### src/rtl/iommu_pkg.sv
// Shared types and constants for the IOMMU hardware performance monitor.
package iommu_pkg;

  typedef struct packed {
    logic [14:0] eventid;
    logic        dmask;
    logic [19:0] pid_pscid;
    logic [23:0] did_gscid;
    logic        pv_pscv;
    logic        dv_gscv;
    logic        idt;
  } hpm_evt_cfg_t;

  localparam logic [2:0] HPM_F_PID         = 3'b001;
  localparam logic [2:0] HPM_F_DID         = 3'b010;
  localparam logic [2:0] HPM_F_DID_PID     = 3'b011;
  localparam logic [2:0] HPM_F_PSCID       = 3'b101;
  localparam logic [2:0] HPM_F_GSCID       = 3'b110;
  localparam logic [2:0] HPM_F_GSCID_PSCID = 3'b111;

  localparam logic [14:0] EVT_NONE = 15'd0;

  // Selects the bits strictly above the lowest zero of pat; an all-ones pattern selects nothing.
  function automatic logic [23:0] hpm_upper_mask(input logic [23:0] pat);
    return ~(pat ^ (pat + 24'd1));
  endfunction

endpackage

### src/rtl/iommu_hpm_idmatch.sv
// Per-counter ID filter: decides whether the current ID tags satisfy one counter's filter config.
module iommu_hpm_idmatch
  import iommu_pkg::*;
(
  input  hpm_evt_cfg_t cfg,
  input  logic [23:0]  did,
  input  logic         did_v,
  input  logic [19:0]  pid,
  input  logic         pid_v,
  input  logic [19:0]  pscid,
  input  logic         pscid_v,
  input  logic [15:0]  gscid,
  input  logic         gscid_v,
  output logic         match
);

  logic [2:0]  mode;
  logic [23:0] did_mask;
  logic [23:0] gscid_mask;
  logic        did_ok;
  logic        pid_ok;
  logic        pscid_ok;
  logic        gscid_ok;
  logic        unused_eventid;

  assign unused_eventid = ^cfg.eventid;

  // Unknown tags count as matched, except a pid filter which needs a known pid.
  always_comb begin
    mode       = {cfg.idt, cfg.dv_gscv, cfg.pv_pscv};
    did_mask   = cfg.dmask ? hpm_upper_mask(cfg.did_gscid) : '1;
    gscid_mask = cfg.dmask ? hpm_upper_mask({8'hFF, cfg.did_gscid[15:0]}) : '1;
    did_ok     = !did_v || (((did ^ cfg.did_gscid) & did_mask) == '0);
    gscid_ok   = !gscid_v ||
                 ((({8'h00, gscid} ^ {8'h00, cfg.did_gscid[15:0]}) & gscid_mask) == '0);
    pid_ok     = pid_v && (pid == cfg.pid_pscid);
    pscid_ok   = !pscid_v || (pscid == cfg.pid_pscid);
    match      = 1'b1;
    case (mode)
      HPM_F_PID:         match = pid_ok;
      HPM_F_DID:         match = did_ok;
      HPM_F_DID_PID:     match = did_ok && pid_ok;
      HPM_F_PSCID:       match = pscid_ok;
      HPM_F_GSCID:       match = gscid_ok;
      HPM_F_GSCID_PSCID: match = gscid_ok && pscid_ok;
      default:           match = 1'b1;
    endcase
  end

endmodule

### src/rtl/iommu_hpm_ext.sv
// IOMMU performance monitor: internal cycle/event counters, optional input filter stage,
// overflow flags and a level interrupt cleared by a write-1 pulse.
module iommu_hpm_ext
  import iommu_pkg::*;
#(
  parameter int N_IOHPMCTR   = 8,
  parameter int CTR_W        = 64,
  parameter int N_EVT        = 16,
  parameter int FILTER_STAGE = 1
) (
  input  logic                               clk_i,
  input  logic                               rst_ni,
  input  logic [N_EVT-1:0]                   evt_i,
  input  logic [23:0]                        did_i,
  input  logic                               did_v_i,
  input  logic [19:0]                        pid_i,
  input  logic                               pid_v_i,
  input  logic [19:0]                        pscid_i,
  input  logic                               pscid_v_i,
  input  logic [15:0]                        gscid_i,
  input  logic                               gscid_v_i,
  input  hpm_evt_cfg_t [N_IOHPMCTR-1:0]      evt_cfg_i,
  input  logic [N_IOHPMCTR:0]                countinh_i,
  input  logic [N_IOHPMCTR:0]                ctr_we_i,
  input  logic [CTR_W-1:0]                   ctr_wdata_i,
  input  logic [N_IOHPMCTR:0]                of_we_i,
  input  logic [N_IOHPMCTR:0]                of_wdata_i,
  input  logic                               ip_clr_i,
  output logic [N_IOHPMCTR:0][CTR_W-1:0]     ctr_o,
  output logic [N_IOHPMCTR:0]                of_o,
  output logic                               hpm_ip_o
);

  logic [N_EVT-1:0] evt_s;
  logic [23:0]      did_s;
  logic             did_v_s;
  logic [19:0]      pid_s;
  logic             pid_v_s;
  logic [19:0]      pscid_s;
  logic             pscid_v_s;
  logic [15:0]      gscid_s;
  logic             gscid_v_s;

  logic [CTR_W-2:0]                 cyc_q;
  logic [N_IOHPMCTR:1][CTR_W-1:0]   ctr_q;
  logic [N_IOHPMCTR:0]              of_q;
  logic                             ip_q;
  logic [N_IOHPMCTR:0]              inc;
  logic [N_IOHPMCTR:0]              wrap;
  logic                             ip_set;

  // Events and their tags travel together through the stage so filtering sees a consistent bundle.
  if (FILTER_STAGE != 0) begin : g_filter_reg
    always_ff @(posedge clk_i or negedge rst_ni) begin
      if (!rst_ni) begin
        evt_s     <= '0;
        did_s     <= '0;
        did_v_s   <= 1'b0;
        pid_s     <= '0;
        pid_v_s   <= 1'b0;
        pscid_s   <= '0;
        pscid_v_s <= 1'b0;
        gscid_s   <= '0;
        gscid_v_s <= 1'b0;
      end else begin
        evt_s     <= evt_i;
        did_s     <= did_i;
        did_v_s   <= did_v_i;
        pid_s     <= pid_i;
        pid_v_s   <= pid_v_i;
        pscid_s   <= pscid_i;
        pscid_v_s <= pscid_v_i;
        gscid_s   <= gscid_i;
        gscid_v_s <= gscid_v_i;
      end
    end
  end else begin : g_filter_comb
    assign evt_s     = evt_i;
    assign did_s     = did_i;
    assign did_v_s   = did_v_i;
    assign pid_s     = pid_i;
    assign pid_v_s   = pid_v_i;
    assign pscid_s   = pscid_i;
    assign pscid_v_s = pscid_v_i;
    assign gscid_s   = gscid_i;
    assign gscid_v_s = gscid_v_i;
  end

  assign inc[0] = ~countinh_i[0];

  for (genvar g = 1; g <= N_IOHPMCTR; g++) begin : g_ctr
    logic hit;
    logic match;

    iommu_hpm_idmatch u_idmatch (
      .cfg     (evt_cfg_i[g-1]),
      .did     (did_s),
      .did_v   (did_v_s),
      .pid     (pid_s),
      .pid_v   (pid_v_s),
      .pscid   (pscid_s),
      .pscid_v (pscid_v_s),
      .gscid   (gscid_s),
      .gscid_v (gscid_v_s),
      .match   (match)
    );

    // Event ids outside 1..N_EVT select nothing and never count.
    always_comb begin
      hit = 1'b0;
      for (int e = 0; e < N_EVT; e++) begin
        if (evt_cfg_i[g-1].eventid != EVT_NONE && evt_cfg_i[g-1].eventid == 15'(e + 1)) begin
          hit = evt_s[e];
        end
      end
    end

    assign inc[g] = hit & match & ~countinh_i[g];
  end

  // A software counter write swallows a same-cycle increment, so it can never wrap.
  always_comb begin
    wrap[0] = inc[0] & ~ctr_we_i[0] & (&cyc_q);
    for (int i = 1; i <= N_IOHPMCTR; i++) begin
      wrap[i] = inc[i] & ~ctr_we_i[i] & (&ctr_q[i]);
    end
    ip_set = |(wrap & ~of_we_i & ~of_q);
  end

  always_ff @(posedge clk_i or negedge rst_ni) begin
    if (!rst_ni) begin
      cyc_q <= '0;
      ctr_q <= '0;
      of_q  <= '0;
      ip_q  <= 1'b0;
    end else begin
      if (ctr_we_i[0]) begin
        cyc_q <= ctr_wdata_i[CTR_W-2:0];
      end else if (inc[0]) begin
        cyc_q <= cyc_q + (CTR_W-1)'(1'b1);
      end
      for (int i = 1; i <= N_IOHPMCTR; i++) begin
        if (ctr_we_i[i]) begin
          ctr_q[i] <= ctr_wdata_i;
        end else if (inc[i]) begin
          ctr_q[i] <= ctr_q[i] + CTR_W'(1'b1);
        end
      end
      for (int i = 0; i <= N_IOHPMCTR; i++) begin
        if (of_we_i[i]) begin
          of_q[i] <= of_wdata_i[i];
        end else if (wrap[i]) begin
          of_q[i] <= 1'b1;
        end
      end
      if (ip_set) begin
        ip_q <= 1'b1;
      end else if (ip_clr_i) begin
        ip_q <= 1'b0;
      end
    end
  end

  assign ctr_o    = {ctr_q, {1'b0, cyc_q}};
  assign of_o     = of_q;
  assign hpm_ip_o = ip_q;

endmodule

### config.mk
export PLATFORM = sky130hd
export DESIGN_NAME = iommu_hpm_ext
export DESIGN_NICKNAME = d
export VERILOG_FILES = /design/src/rtl/iommu_pkg.sv /design/src/rtl/iommu_hpm_idmatch.sv /design/src/rtl/iommu_hpm_ext.sv
export SDC_FILE = /design/constraint.sdc
export NUM_CORES = 2
export LEC_CHECK = 0
export BUFFER_PORTS_ARGS = -buffer_cell sky130_fd_sc_hd__buf_4
export CAP_MARGIN = 25
export CORE_AREA = 2 2 499 501
export DETAILED_ROUTE_END_ITERATION = 12
export DIE_AREA = 0 0 501 503
export PLACE_DENSITY = 0.36
export SYNTH_ARGS = -nofsm -noshare
export SYNTH_HDL_FRONTEND = slang
export SYNTH_SLANG_ARGS = --single-unit
### constraint.sdc
create_clock -name clk_i -period 4.5 [get_ports clk_i]
set_input_delay 0.9 -clock clk_i [delete_from_list [all_inputs] [get_ports clk_i]]
set_output_delay 0.9 -clock clk_i [all_outputs]
set_load 0.02 [all_outputs]
======== Word level (Yosys, flattened, before mapping) ========
Cells that the tools add are included.
storage, ports and cells
  flip-flop bits (word level) ............. 685
  latch bits .............................. 0
  bits in writable memories ............... 0
  ROM bits ................................ 0
  input bits .............................. 707
  output and inout port bits .............. 586
  memories kept ........................... 0
cells by class
  add/sub/neg operators ................... 25
  multiply operators ...................... 0
  divide/modulo/power cells ............... 0
  order comparisons ....................... 0
  equal/unequal tests ..................... 193
  shifts and indexed selects .............. 0
  mux-type cells .......................... 190
  bitwise logic cells ..................... 120
  reduce and logical (&&, ||, !) cells .... 231
operators by type and width
  operator                                        number
  two-way mux 64 bit                              16
  == test 15 x 4 -> 1 bit, second input constant  64
  bitwise XOR 24 bit                              24
  adder 64 x 1 -> 64 bit, second input constant   8
  AND reduction 64 bit                            8
  == test 15 x 3 -> 1 bit, second input constant  32
  AND 24 bit                                      16
  logical NOT 24 bit                              16
  two-way mux 24 bit                              16
  NOT 24 bit                                      16
  == test 20 bit                                  16
  == test 15 x 2 -> 1 bit, second input constant  16
  adder 24 x 1 -> 24 bit, second input constant   8
  logical AND 1 bit                               152
  two-way mux 1 bit                               148
  adder 17 x 2 -> 18 bit, second input constant   8
  bitwise XOR 16 bit                              8
  two-way mux 63 bit                              2
  == test 15 x 1 -> 1 bit, second input constant  8
  == test 15 x 5 -> 1 bit, second input constant  8
  nonzero test 15 bit                             8
  == test 3 bit, second input constant            24
  adder 63 x 1 -> 63 bit, second input constant   1
  AND reduction 63 bit                            1
  other kinds (12)                                135

======== Logic depth before layout (Yosys ltp) ========
  word-level depth ........................ 26
  mapped depth ............................ 14
  mapped depth without buffers ............ 11

======== Modules after synthesis ========
Synthesis repeated with hierarchy kept, for this count alone.
second synthesis, totals
  cells, all modules ...................... 5959
  area total of the unflattened synthesis .. 50752.4 µm²
by module, submodules not included
  module                                       instances  cells an instance  area an instance (µm²)  sequential area each (µm²)
  iommu_hpm_ext                                1          4367               39066.2                 17141.4
  iommu_hpm_idmatch at g_ctr[1].u_idmatch ...  7          198                1456.4                  0.0
  iommu_hpm_idmatch at g_ctr[8].u_idmatch      1          206                1491.4                  0.0

======== Worst setup path before layout ========
No wires, ideal clock.
  path type ............................... input to register
  start point ............................. input evt_cfg_i[236] (netlist name)
  end point ............................... register ctr_q (netlist bit ctr_o[307])
  data arrival time ....................... 3983 ps
  required time ........................... 4418 ps
  slack ................................... 435 ps
  cell stages on the path ................. 13
  cell sequence ........................... buf_4 > and4_1 > buf_2 > o22ai_1 > a211o_1 > a2111o_1 > a2111oi_0 > or4b_1 > buf_2 > a211oi_4 > nand3_4 > or4_1 > a31oi_1
on the way
  word-level cells in the longest chain between the ends .. 9
  elaborated cells between the ends (all ways) .. 14
  those cells by class .................... mux: 3; bitwise: 4; reduce/logical: 7
RTL lines
  element                                  RTL line                                          text
  from (decl)                              iommu_hpm_ext.sv:22                               input hpm_evt_cfg_t [N_IOHPMCTR-1:0] evt_cfg_i,
  two-way mux 24 bit (on tied branches)    iommu_hpm_idmatch.sv:32, iommu_hpm_idmatch.sv:31
  AND 24 bit (on tied branches)            iommu_hpm_idmatch.sv:35, iommu_hpm_idmatch.sv:33
  logical NOT 24 bit (on tied branches)    iommu_hpm_idmatch.sv:35, iommu_hpm_idmatch.sv:33
  logical OR 1 bit (on tied branches)      iommu_hpm_idmatch.sv:34, iommu_hpm_idmatch.sv:33
  logical AND 1 bit (on tied branches)     iommu_hpm_idmatch.sv:45, iommu_hpm_idmatch.sv:42
  one-hot mux 1 bit (6 select lines) (*)   iommu_hpm_idmatch.sv:39                           case (mode)
  AND 1 bit (*) (2 in series)              iommu_hpm_ext.sv:118                              assign inc[g] = hit & match & ~countinh_i[g];
  nonzero test 2 bit (no source line) (*)  --
  to (signal, indexed assignment)          iommu_hpm_ext.sv:144                              ctr_q[i] <= ctr_wdata_i;
  to (signal, indexed assignment)          iommu_hpm_ext.sv:146                              ctr_q[i] <= ctr_q[i] + CTR_W'(1'b1);
  to (decl)                                iommu_hpm_ext.sv:45                               logic [N_IOHPMCTR:1][CTR_W-1:0] ctr_q;
Mark *: on every way between the ends. The rest lies on a longest branch, timed or not.
A chain may end at the register's enable or synchronous reset.

======== Worst setup path after layout ========
  start point ............................. register pscid_s[16]
  end point ............................... register ip_q, in the netlist hpm_ip_o
on the way
  word-level cells in the longest chain between the ends .. 12
  elaborated cells between the ends (all ways) .. 69
  those cells by class .................... eq/ne: 8; mux: 9; bitwise: 34; reduce/logical: 18
RTL lines
  element                                                         RTL line                 text
  from (decl)                                                     iommu_hpm_ext.sv:39      logic [19:0] pscid_s;
  from (signal assigned)                                          iommu_hpm_ext.sv:71      pscid_s <= pscid_i;
  == test 20 bit                                                  iommu_hpm_idmatch.sv:37  pscid_ok = !pscid_v || (pscid == cfg.pid_pscid);
  logical OR 1 bit                                                iommu_hpm_idmatch.sv:37
  logical AND 1 bit                                               iommu_hpm_idmatch.sv:45  HPM_F_GSCID_PSCID: match = gscid_ok && pscid_ok;
  one-hot mux 1 bit (6 select lines)                              iommu_hpm_idmatch.sv:39
  AND 1 bit (2 in series)                                         iommu_hpm_ext.sv:118
  AND 1 bit (2 in series)                                         iommu_hpm_ext.sv:125     wrap[i] = inc[i] & ~ctr_we_i[i] & (&ctr_q[i]);
  AND 9 bit (*) (2 in series)                                     iommu_hpm_ext.sv:127     ip_set = |(wrap & ~of_we_i & ~of_q);
  OR reduction 9 bit (*)                                          iommu_hpm_ext.sv:127
  two-way mux 1 bit / nonzero test 2 bit (equally long branches)  --
  to (signal assigned)                                            iommu_hpm_ext.sv:135     ip_q <= 1'b0;
  to (signal assigned)                                            iommu_hpm_ext.sv:157     ip_q <= 1'b1;
  to (signal assigned)                                            iommu_hpm_ext.sv:159     ip_q <= 1'b0;
  to (decl)                                                       iommu_hpm_ext.sv:47      logic ip_q;
Marks and branches as above.

==> flow_metrics.py <==
metrics = {
    "clock_network": {
        "cts_hold_buf": 0,
        "clock_tree.htree_level_count": 3,
        "cts.repair.resized": 0,
        "cts_post_setup_buffers_inserted": 0,
        "numCtsBuffers": 98,
        "cts_tree": "done",
        "cts.root.buffer_cell": "sky130_fd_sc_hd__clkbuf_16",
        "clock_latency_ns": 0.76,
        "cts.clk_slew.worst_paths_ns": 0.06,
        "clkSinkCount": 685,
        "clockBufferDepth": 3,
    },
    "place": {
        "dp_hpwl_um": 259000,
        "placedCellCount": 10200,
        "dpl-instance-area_um2": 63400,
        "place.port_buffers": 1291,
        "place.gp.congestion": 0.957,
    },
    "drt": {
        "route.vias.total": 51800,
        "route.met3.wl_um": 25400,
        "ant_nets": 0,
        "final_routed_drc_violation_total": 0,
        "routedWlPerCell_um": 32.4,
        "routed_wire_length_um": 339000,
        "top_layer": "met5",
        "drt_first_iter_violations": 5064,
        "met2RoutedLength_um": 152000,
        "drt_first_pass_iters": 6,
        "detail_route.vias_per_cell": 4.95,
        "wl_met1_um": 147000,
    },
    "synth": {
        "synth_top_family_by_area": "simple AND/OR/NAND/NOR gates",
        "synth-adder-area-share_pct": 0.439,
        "mappedNetlistNets": 6555,
        "ys_warn_count": 0,
        "post_synth_num_cell_types": 91,
        "number_of_enable_flip_flop_cells_after_synthesis": 0,
        "synth-seq-area-share_pct": 35.4,
        "synthesis.area_um2": 48500,
        "synthArstFlopShare_pct": 100,
        "synth_mux_area_share_pct": 2.72,
        "synth-main-ff-cell": "sky130_fd_sc_hd__dfrtp_1",
        "post_synthesis_simple_gate_area_fraction_pct": 24.2,
        "yosys_register_bits": 685,
        "synthCells": 5831,
        "synth-compound-area-share_pct": 12.4,
        "syn_avg_cell_area_um2": 8.31,
        "synth_xor_xnor_area_share_pct": 20.5,
    },
    "run": {
        "maximum_capacitance_violations": 0,
    },
    "sta": {
        "final-setup-viol-count": 0,
        "final.min_clock_period_ns": 4.35,
        "relSlewSlack_pct": 31.6,
        "min_period_over_period_pct": 96.7,
        "slew_viol_final": 0,
        "grt_setup_unrepaired": "no",
        "clock.fmax_mhz": 230,
        "timing_hold_violations_final": 0,
        "worst_pin_slew_ns": 1.03,
        "finClkSkew_ns": 0.0687,
    },
    "pwr": {
        "power.ir.vdd_worst_mv": 0.273,
        "power_density_nw_per_um2": 318,
        "p_total_mw": 21.3,
        "power.static_leakage_nw": 26.9,
    },
    "floorplan": {
        "initial_core_utilization_pct": 19.6,
        "fp.dieH_um": 503,
        "die_w_um": 501,
        "boundaryPins": 1293,
        "floorplan.rows": 183,
        "die_area_um2": 252000,
        "core_area_um2": 247000,
    },
    "critical_path": {
        "worstSetupEndpointType": "flip-flop",
        "critPathRequiredTime_ns": 5.14,
        "timing.critical_path.buf_inv": 3,
        "critPathMostFrequentCell": "sky130_fd_sc_hd__buf_12",
        "slowest_delay_ns": 0.86,
        "cell_type_group_with_the_largest_total_delay_on_the_critical_path": "compound AO/OA/AOI/OAI gates",
        "critical_path_arrival_ns": 4.99,
        "start_kind": "flip-flop",
        "critPathKind": "reg2reg",
        "timing.critical_path.cells": "xor2_1 > nor4_1 > buf_4 > a41oi_1 > a21o_1 > o211a_1 > a2111o_1 > buf_12 > buf_12 > nor2_1 > a32oi_1 > nand3_1",
        "worst_path_max_delay_cell": "sky130_fd_sc_hd__dfrtp_1",
        "worst-path-max-fanout": 15,
        "timing.critical_path.depth": 12,
        "rr_worst_depth": 12,
    },
    "grt": {
        "groute.usage.overall_pct": 25.8,
        "grt_remaining_overflow": 0,
        "grt_antenna_before_repair": 92,
        "first_global_vias": 50500,
        "wire_length_of_the_first_global_routing_pass_um": 451000,
        "grt_max_degree": 103,
    },
    "worst_hold_path": {
        "hold_path_class": "in2async",
    },
    "layout": {
        "fraction_of_layout_instances_using_a_drive_strength_above_1_pct": 26.2,
        "final_cells": 10500,
        "stdcell_area_um2": 66800,
        "areaGrowthSynthToFinish_pct": 38.0,
        "num-nets-final": 7832,
    },
    "status": {
        "outcome": "complete, no violations",
    },
}
## registers in the layout, summed over array words and instances, names as in the netlist
register	cells
gscid_s	16
pscid_v_s	1
ctr_o	512
of_o	9
gscid_v_s	1
pid_v_s	1
hpm_ip_o	1
evt_s	16
cyc_q	63
did_s	24
pid_s	20
pscid_s	20
did_v_s	1
## report_power, final
part / internal, mW / switching, mW
registers: 6.68 / 0.916
logic: 2.10 / 3.32
clock network: 4.80 / 3.45
total: 13.6 / 7.69
## cells in the mapped netlist (all sizes together) (26+ instances only)
library cell  count  area share, %
nand4           208            2.7
dfrtp           685             35
and2             37           0.48
nor2            219            1.7
nand3           275            2.9
and4             58            1.0
inv             134            1.0
mux2i            27           0.56
clkbuf          332            2.6
xnor2           624             11
nor3            184            1.9
a21oi           108            1.1
nor4            201            2.6
buf              94           0.79
nand2b           27           0.35
nand2           817            6.3
xor2            510            9.2
nor2b            26           0.34
mux2             73            1.7
a31oi            54           0.70
o21ai           583            6.0
and3            142            1.8
## final cells by class
class                      count  area (um^2)
inverter                     135          507
sequential                   685        17100
tap                         3237         4050
clock inverter                24          354
clock buffer                 153         2960
antenna                       36         90.1
multi-input combinational   4585        29300
fill                       26900       180000
timing repair buffer        1603        12400
## worst register-to-register path: cells and delay by family, from the launching register on
kind | cells | cell delay [ns]
AO/OA/AOI/OAI | 5 | 1.57
AND/OR/NAND/NOR | 3 | 1.07
flip-flops | 1 | 0.86
buffers and inverters | 3 | 0.56
XOR/XNOR | 1 | 0.25
## routing by layer
layer,vias up,GRT usage [%]
met3,415,5.32
met2,2269,40.3
met5,-,0
met4,34,10.9
met1,26000,34.4
li1,23100,-
## metrics by stage
step                setup slack, ns  hold slack (ns)  TNS, ns  util (%)
global placement             -0.477            0.496   -18.75      25.7
CTS                          0.0336            0.153        0      27.0
finish                        0.148            0.201        0      27.1
global route                 0.0275            0.194        0      27.0
floorplan                     0.435            0.595        0         -
detailed placement           -0.433            0.494   -12.48      25.7
## layout by cell type (no fill, tap or decap), drive strengths merged, types with 23 or more instances in the layout
cell type	synthesis	final
and2	37	37
mux2	73	73
buf	94	1603
o22ai	23	23
nor4	201	201
nor2	219	219
clkbuf	332	153
nand2	817	817
xnor2	624	624
dfrtp	685	685
a21oi	108	108
nor3	184	184
nand4	208	208
nand3	275	275
nor2b	26	26
or4	23	23
xor2	510	510
diode	0	36
inv	134	138
or3	25	25
mux2i	27	27
and4	58	58
and3	142	142
nand2b	27	27
o21ai	583	583
a31oi	54	54
## path summary, 6_finish.rpt
kind	from	end	slack [ns]
worst max-delay path	pscid_s[16]	hpm_ip_o	0.15
worst min-delay path	rst_ni	ctr_o[555]	0.20
worst max register to register	pscid_s[16]	hpm_ip_o	0.15
worst min register to register	ctr_o[255]	ctr_o[255]	0.50
max in group asynchronous	rst_ni	ctr_o[384]	3.11
min in group clk_i	did_i[23]	did_s[23]	0.26
## cell families (layout without fill, tap and decap cells)
| group | count (synthesis) | after routing |
|---|---|---|
| flip-flops | 685 | 685 |
| AND/OR/NAND/NOR | 2320 | 2320 |
| AO/OA/AOI/OAI | 1003 | 1003 |
| other | 1 | 37 |
| adder cells (fa/ha/maj) | 17 | 17 |
| XOR/XNOR | 1134 | 1134 |
| buffers and inverters | 561 | 1915 |
| multiplexers | 110 | 110 |
(Power assumes the default switching activity.)
